`config.mk`:
```
export PLATFORM = sky130hd
export DESIGN_NAME = seq_gates_drv_flat
export DESIGN_NICKNAME = d
export VERILOG_FILES = /design/src/rtl/seq_gates_pkg.sv /design/src/rtl/seq_gates_drv_if.sv /design/src/rtl/seq_gates_drv_fifo.sv /design/src/rtl/seq_gates_drv.sv /design/src/flat_wrapper.sv
export SDC_FILE = /design/constraint.sdc
export NUM_CORES = 1
export LEC_CHECK = 0
export ABC_CLOCK_PERIOD_IN_PS = 2500
export BUFFER_PORTS_ARGS = -buffer_cell sky130_fd_sc_hd__buf_2
export CORE_MARGIN = 4
export CORE_UTILIZATION = 56
export CTS_BUF_LIST = sky130_fd_sc_hd__clkbuf_8
export DETAILED_ROUTE_END_ITERATION = 12
export GPL_TIMING_DRIVEN = 0
export PLACE_DENSITY = 0.93
export SYNTH_ARGS = -nofsm -noshare
export SYNTH_HDL_FRONTEND = slang
export SYNTH_HIERARCHICAL = 1
export SYNTH_SLANG_ARGS = --single-unit
```
`constraint.sdc`:
```
create_clock -name clk -period 2.5 [get_ports clk]
set_clock_uncertainty 0.15 [all_clocks]
set_input_delay 0.625 -clock clk [delete_from_list [all_inputs] [get_ports clk]]
set_output_delay 0.625 -clock clk [all_outputs]
set_load 0.1 [all_outputs]
```
`src/rtl/seq_gates_pkg.sv`:
```
// Shared types for the gate-network stimulus driver: FSM states, the
// 3-bit stimulus vector, and the reference function of the gate network.
package seq_gates_pkg;

  typedef enum logic [1:0] {
    IDLE  = 2'd0,
    RUN   = 2'd1,
    DRAIN = 2'd2
  } state_t;

  // Packed so that bit0 drives in0, bit1 drives in1 and bit2 drives in2.
  typedef struct packed {
    logic in2;
    logic in1;
    logic in0;
  } vec_t;

  // Value the registered gate network should return for a vector.
  function automatic logic expected_of(vec_t v);
    return ~(v.in0 ^ v.in1) & v.in2;
  endfunction

endpackage

```
`src/rtl/seq_gates_drv_if.sv`:
```
// Vector input stream and response output stream of the stimulus driver.
// The master is the stimulus source / response sink; the slave is the driver.
interface seq_gates_drv_if;

  logic                 vec_val;
  logic                 vec_rdy;
  seq_gates_pkg::vec_t  vec;
  logic                 resp_val;
  logic                 resp_bit;

  modport master (
    output vec_val, vec,
    input  vec_rdy, resp_val, resp_bit
  );

  modport slave (
    input  vec_val, vec,
    output vec_rdy, resp_val, resp_bit
  );

endinterface

```
`src/rtl/seq_gates_drv_fifo.sv`:
```
// Synchronous FIFO of DEPTH entries (power of two) with full/empty flags and
// an occupancy count. Pushes while full and pops while empty are ignored.
module seq_gates_drv_fifo #(
  parameter int DEPTH = 4,
  parameter int W     = 3
) (
  input  logic                       clk,
  input  logic                       rst_n,
  input  logic                       push,
  input  logic                       pop,
  input  logic [W-1:0]               wdata,
  output logic [W-1:0]               rdata,
  output logic                       full,
  output logic                       empty,
  output logic [$clog2(DEPTH):0]     count
);

  localparam int AW = $clog2(DEPTH);
  localparam int CW = AW + 1;

  logic [W-1:0]  mem [DEPTH];
  logic [AW-1:0] wr_ptr;
  logic [AW-1:0] rd_ptr;
  logic          do_push;
  logic          do_pop;

  assign do_push = push & ~full;
  assign do_pop  = pop & ~empty;

  // Storage write.
  // NOTE: the data array is deliberately not reset; the pointers and count
  // alone define which entries are valid, and a reset array costs flops.
  always_ff @(posedge clk) begin
    if (do_push) mem[wr_ptr] <= wdata;
  end

  // Pointer and occupancy update; pointers wrap naturally at DEPTH.
  // NOTE: sequential state uses non-blocking assignments so every flop
  // samples pre-edge values regardless of block ordering.
  always_ff @(posedge clk or negedge rst_n) begin
    if (!rst_n) begin
      wr_ptr <= '0;
      rd_ptr <= '0;
      count  <= '0;
    end else begin
      if (do_push) wr_ptr <= wr_ptr + AW'(1);
      if (do_pop)  rd_ptr <= rd_ptr + AW'(1);
      if (do_push && !do_pop)      count <= count + CW'(1);
      else if (do_pop && !do_push) count <= count - CW'(1);
    end
  end

  assign rdata = mem[rd_ptr];
  assign full  = (count == CW'(DEPTH));
  assign empty = (count == '0);

endmodule

```
`src/rtl/seq_gates_drv.sv`:
```
// Stimulus driver for the registered gate network out = ~(in0 ^ in1) & in2.
// Buffers vectors, drives them from flops, and captures gate_out two cycles
// after issue as a response stream. Define SEQ_GATES_DRV_CHECK_EN to enable
// the response checker (sticky err flag and saturating mismatch_cnt).
module seq_gates_drv
  import seq_gates_pkg::*;
#(
  parameter int DEPTH = 4,
  parameter int CNT_W = 8
) (
  input  logic               clk,
  input  logic               rst_n,
  seq_gates_drv_if.slave     bus,
  input  logic               hold,
  output logic               in0,
  output logic               in1,
  output logic               in2,
  input  logic               gate_out,
  output logic               idle,
  output logic               err,
  input  logic               err_clr,
  output logic [CNT_W-1:0]   mismatch_cnt
);

  logic                   fifo_full;
  logic                   fifo_empty;
  logic [$clog2(DEPTH):0] fifo_count;
  vec_t                   head;
  logic                   push;
  logic                   pop;
  logic                   s0_val;
  logic                   s1_val;
  logic                   pipe_busy;
  logic                   fifo_busy;
  state_t                 state;
  state_t                 state_nxt;

  assign push        = bus.vec_val & ~fifo_full;
  assign pop         = ~fifo_empty & ~hold;
  assign bus.vec_rdy = ~fifo_full;
  assign pipe_busy   = s0_val | s1_val;
  assign fifo_busy   = (fifo_count != '0);

  seq_gates_drv_fifo #(.DEPTH(DEPTH), .W(3)) u_fifo (
    .clk   (clk),
    .rst_n (rst_n),
    .push  (push),
    .pop   (pop),
    .wdata (bus.vec),
    .rdata (head),
    .full  (fifo_full),
    .empty (fifo_empty),
    .count (fifo_count)
  );

  // Issue: drive the popped head onto the network and track it in the pipe.
  always_ff @(posedge clk or negedge rst_n) begin
    if (!rst_n) begin
      {in2, in1, in0} <= 3'b000;
      s0_val          <= 1'b0;
      s1_val          <= 1'b0;
    end else begin
      {in2, in1, in0} <= pop ? head : 3'b000;
      s0_val          <= pop;
      s1_val          <= s0_val;
    end
  end

  // Capture: gate_out is valid for the stage-1 vector at this edge.
  always_ff @(posedge clk or negedge rst_n) begin
    if (!rst_n) begin
      bus.resp_val <= 1'b0;
      bus.resp_bit <= 1'b0;
    end else begin
      bus.resp_val <= s1_val;
      if (s1_val) bus.resp_bit <= gate_out;
    end
  end

`ifdef SEQ_GATES_DRV_CHECK_EN
  logic s0_exp;
  logic s1_exp;
  logic mismatch;

  assign mismatch = s1_val & (gate_out != s1_exp);

  // Expected-value field travelling alongside the valid bits.
  always_ff @(posedge clk or negedge rst_n) begin
    if (!rst_n) begin
      s0_exp <= 1'b0;
      s1_exp <= 1'b0;
    end else begin
      s0_exp <= pop ? expected_of(head) : 1'b0;
      s1_exp <= s0_exp;
    end
  end

  // Checker: clear wins over a same-edge mismatch; count saturates.
  always_ff @(posedge clk or negedge rst_n) begin
    if (!rst_n) begin
      err          <= 1'b0;
      mismatch_cnt <= '0;
    end else if (err_clr) begin
      err          <= 1'b0;
      mismatch_cnt <= '0;
    end else if (mismatch) begin
      err <= 1'b1;
      if (mismatch_cnt != '1) mismatch_cnt <= mismatch_cnt + CNT_W'(1);
    end
  end
`else
  logic unused_err_clr;
  assign unused_err_clr = err_clr;
  assign err            = 1'b0;
  assign mismatch_cnt   = '0;
`endif

  // FSM state register.
  always_ff @(posedge clk or negedge rst_n) begin
    if (!rst_n) state <= IDLE;
    else        state <= state_nxt;
  end

  // FSM next state; a same-edge push keeps the FSM out of IDLE.
  // NOTE: the default assignment first keeps this block free of latches.
  always_comb begin
    state_nxt = state;
    unique case (state)
      IDLE:  if (push) state_nxt = RUN;
      RUN:   if (!pop) state_nxt = (pipe_busy || fifo_busy || push) ? DRAIN : IDLE;
      DRAIN: begin
        if (pop)                          state_nxt = RUN;
        else if (!pipe_busy && !fifo_busy) state_nxt = push ? RUN : IDLE;
      end
      default: state_nxt = IDLE;
    endcase
  end

  // FSM outputs.
  always_comb begin
    idle = (state == IDLE);
  end

endmodule
```
`src/flat_wrapper.sv`:
```
// flat-port wrapper written by rule: the top's interface ports become plain ports
module seq_gates_drv_flat import seq_gates_pkg::*;
#(
  parameter int DEPTH = 4,
  parameter int CNT_W = 8
)
  (clk, rst_n, hold, in0, in1, in2, gate_out, idle, err, err_clr, mismatch_cnt, bus_vec_val, bus_vec, bus_vec_rdy, bus_resp_val, bus_resp_bit);
  seq_gates_drv_if bus_i ();
  input  logic clk;
  input  logic rst_n;
  input  logic hold;
  output logic in0;
  output logic in1;
  output logic in2;
  input  logic gate_out;
  output logic idle;
  output logic err;
  input  logic err_clr;
  output logic [CNT_W-1:0] mismatch_cnt;
  input wire logic [$bits(bus_i.vec_val)-1:0] bus_vec_val;
  input wire logic [$bits(bus_i.vec)-1:0] bus_vec;
  output wire logic [$bits(bus_i.vec_rdy)-1:0] bus_vec_rdy;
  output wire logic [$bits(bus_i.resp_val)-1:0] bus_resp_val;
  output wire logic [$bits(bus_i.resp_bit)-1:0] bus_resp_bit;
  assign bus_i.vec_val = bus_vec_val;
  assign bus_i.vec = bus_vec;
  assign bus_vec_rdy = bus_i.vec_rdy;
  assign bus_resp_val = bus_i.resp_val;
  assign bus_resp_bit = bus_i.resp_bit;
  seq_gates_drv #(.DEPTH(DEPTH), .CNT_W(CNT_W)) u_core (.clk(clk), .rst_n(rst_n), .bus(bus_i), .hold(hold), .in0(in0), .in1(in1), .in2(in2), .gate_out(gate_out), .idle(idle), .err(err), .err_clr(err_clr), .mismatch_cnt(mismatch_cnt));
endmodule
```
==> impl_metrics.json <==
{
  "cts_sinks": 28,
  "slowest_stage": "dfrtp_2",
  "drtAntennaViolNets": 0,
  "initial_core_util_pct": 58.4,
  "yosysMostFrequentCell": "dfrtp_1",
  "period_share_pct": 95.1,
  "antenna_cells": 0,
  "dp_cells": 138,
  "power_density_nw_per_um2": 1400,
  "cp.required_ns": 2.51,
  "track_usage_pct": 15.0,
  "tns_ns": 0,
  "grt_max_degree": 17,
  "crit_fanout": 7,
  "cts_root_buf": "clkbuf_8",
  "r2r_setup_slack_ns": 0.12,
  "ys_warn_count": 6,
  "routed_wirelength_mm": 2.11,
  "layout-drive-gt1-share_pct": 44.5,
  "maxClockFrequency_ghz": 0.421,
  "leakagePower_nw": 0.698,
  "dp_slack_ns": 0.00384,
  "insertion_delay_ns": 0.27,
  "setup_viol": 0,
  "chipWidth_um": 56.0,
  "synth_top_area_share_pct": 31.0,
  "grt_pass1_vias": 755,
  "crit_family": "adder cells",
  "placement.io_buffers": 14,
  "vias": 714,
  "detail_route.first_pass.iterations": 4,
  "cp_slowest_stage_delay_ns": 0.49,
  "critPathKind": "reg -> reg",
  "ys_top_cells_by_count": "dfrtp_1, edfxtp_1, buf_4",
  "rsz0062_at_grt": "false",
  "gp_congestion": 0.705,
  "synth-main-ff-cell": "dfrtp_1",
  "placementRows": 17,
  "fin_crit_ns": 2.38,
  "endpoint_kind": "flip-flop",
  "synth.area.top_cells": "dfrtp_1, edfxtp_1, buf_4, mux4_2, ha_1",
  "drv_slew": 0,
  "yosysUniqueCellTypes": 30,
  "io_pins": 25,
  "nets": 135,
  "hold_path_class": "in -> async",
  "setup_slack_ns": 0.123,
  "cp.arrival_ns": 2.38,
  "synth-async-reset-ratio_pct": 57.1,
  "core_area_um2": 2210,
  "hpwl_mm": 1.55,
  "worst_path_most_repeated_cell": "nor2b_2",
  "clk_path_buf_depth": 2,
  "cts_tree": "built",
  "floorplan.die.height_um": 56.0,
  "yosysSeqAreaShare_pct": 58.9,
  "path_buf_inv": 2,
  "grt_pass1_wl_mm": 3.63,
  "syn_avg_cell_area_um2": 14.7,
  "gr-total-overflow": 0,
  "synth_seq_cells": 28,
  "drt_first_iter_violations": 8,
  "worst_setup_path_start_kind": "flip-flop",
  "antenna_found_initial": 0,
  "fill_cells": 148,
  "fin_cells": 147,
  "avgViaCountPerCell": 4.86,
  "post_drt_wl_per_cell_um": 14.4,
  "path_cells": "nor3b_4 -> nor2b_2 -> nor2b_2 -> buf_6 -> ha_1 -> inv_1 -> fa_1 -> mux2_2",
  "drc": 0,
  "synth_top_area_cell": "dfrtp_1",
  "synth-edff-count": 12,
  "synth_cells": 88,
  "numCtsBuffers": 3,
  "areaGrowthSynthToFinish_pct": 20.1,
  "syn_area_um2": 1290,
  "h-tree-depth": 1,
  "status": "complete, no violations",
  "peakVddDrop_mv": 0.875,
  "path_clk_slew_ns": 0.09,
  "die-area_um2": 3140,
  "cap_violations": 0,
  "hold_viol": 0
}
==> worst reg2reg max path, cell delays in order (launching register included) <==
cell     delay (ns)
dfrtp_2        0.49
nor3b_4        0.28
nor2b_2        0.09
nor2b_2        0.16
buf_6          0.13
ha_1           0.21
inv_1          0.08
fa_1           0.42
mux2_2         0.27
==> cells in the final DEF, fill, tap and decap left out, types with 2 or more instances in the layout <==
cell type	Yosys	layout
xor2_1	2	2
xnor2_1	4	4
clkbuf_8	0	3
and2_1	3	3
ha_1	5	5
dfrtp_1	16	13
conb_1	1	9
edfxtp_1	12	12
inv_1	5	5
mux2_2	2	2
nor2_1	4	4
mux4_2	3	3
dfrtp_2	0	3
buf_4	9	14
buf_2	1	15
nor2b_2	2	2
and2_2	4	4
==> final timing paths <==
kind | startpoint | cells after the start | endpoint
max in group asynchronous | rst_n | 1 | u_core/u_fifo/count[1]
min | rst_n | 1 | u_core/u_fifo/wr_ptr[0]
max reg2reg | u_core/u_fifo/count[0] | 8 | u_core/u_fifo/count[1]
max | u_core/u_fifo/count[0] | 8 | u_core/u_fifo/count[1]
min in group clk | u_core/s0_val | 0 | u_core/s1_val
min reg2reg | u_core/s0_val | 0 | u_core/s1_val
==> through the flow <==
stage                     area, um^2  power [mW]  utilization (%)  hold WS (ns)
after floorplan                 1320        1.59                -         0.179
after global placement          1430        1.71             64.5         0.228
after detailed placement        1430        1.77             64.5         0.240
after CTS                       1500        2.13             67.9         0.109
after global routing            1550        2.31             70.1         0.119
final                           1550        2.18             70.1         0.102
==> state kept, by name (all words and copies together), names as in the netlist <==
register / count
u_core/bus.resp_bit: 1
u_core/bus.resp_val: 1
u_core/in0: 1
u_core/in1: 1
u_core/in2: 1
u_core/s0_val: 1
u_core/s1_val: 1
u_core/state: 2
u_core/u_fifo/count: 3
u_core/u_fifo/mem: 12
u_core/u_fifo/rd_ptr: 2
u_core/u_fifo/wr_ptr: 2
==> where the power goes <==
group	leakage (nW)	internal [mW]	switching [mW]	total (mW)
combinational	0.362	0.378	0.682	1.06
clock	0.0357	0.214	0.131	0.345
sequential	0.300	0.645	0.128	0.773
==> final cells by class <==
cell class | instances | area [um^2] | area share (%)
Multi-Input combinational cell | 52 | 469 | 30.3
Clock inverter | 1 | 30.0 | 1.94
Buffer | 11 | 83.8 | 5.41
Inverter | 5 | 18.8 | 1.21
Clock buffer | 3 | 41.3 | 2.66
Sequential cell | 28 | 764 | 49.3
Timing Repair Buffer | 19 | 108 | 6.94
Tap cell | 28 | 35.0 | 2.26
==> logic make-up after synthesis <==
kind of cell / after synthesis / share of synthesized area, %
adder cells (fa/ha/maj): 6 / 6.40
flip-flops: 28 / 58.9
multiplexers: 7 / 8.91
other: 1 / 0.290
buffers and inverters: 16 / 7.95
AND/OR/NAND/NOR: 21 / 11.6
XOR/XNOR: 6 / 4.07
AO/OA/AOI/OAI: 3 / 1.84
==> routing by layer <==
metal	GRT usage (%)	vias to the layer above	routed length [um]
li1	-	346	-
met1	18.2	343	868
met2	26.2	21	1090
met3	2.78	4	120
met4	6.10	0	35
met5	0	-	0
==> repair_timing <==
item / 4_1_cts / 5_1_grt
gates resized for setup: 1 / 4
hold buffers: 0 / 0
pin swaps: 0 / 1
setup endpoints to repair: 2 / 2
buffers inserted: 0 / 5
Note: power is estimated with default switching activity, not from simulation.
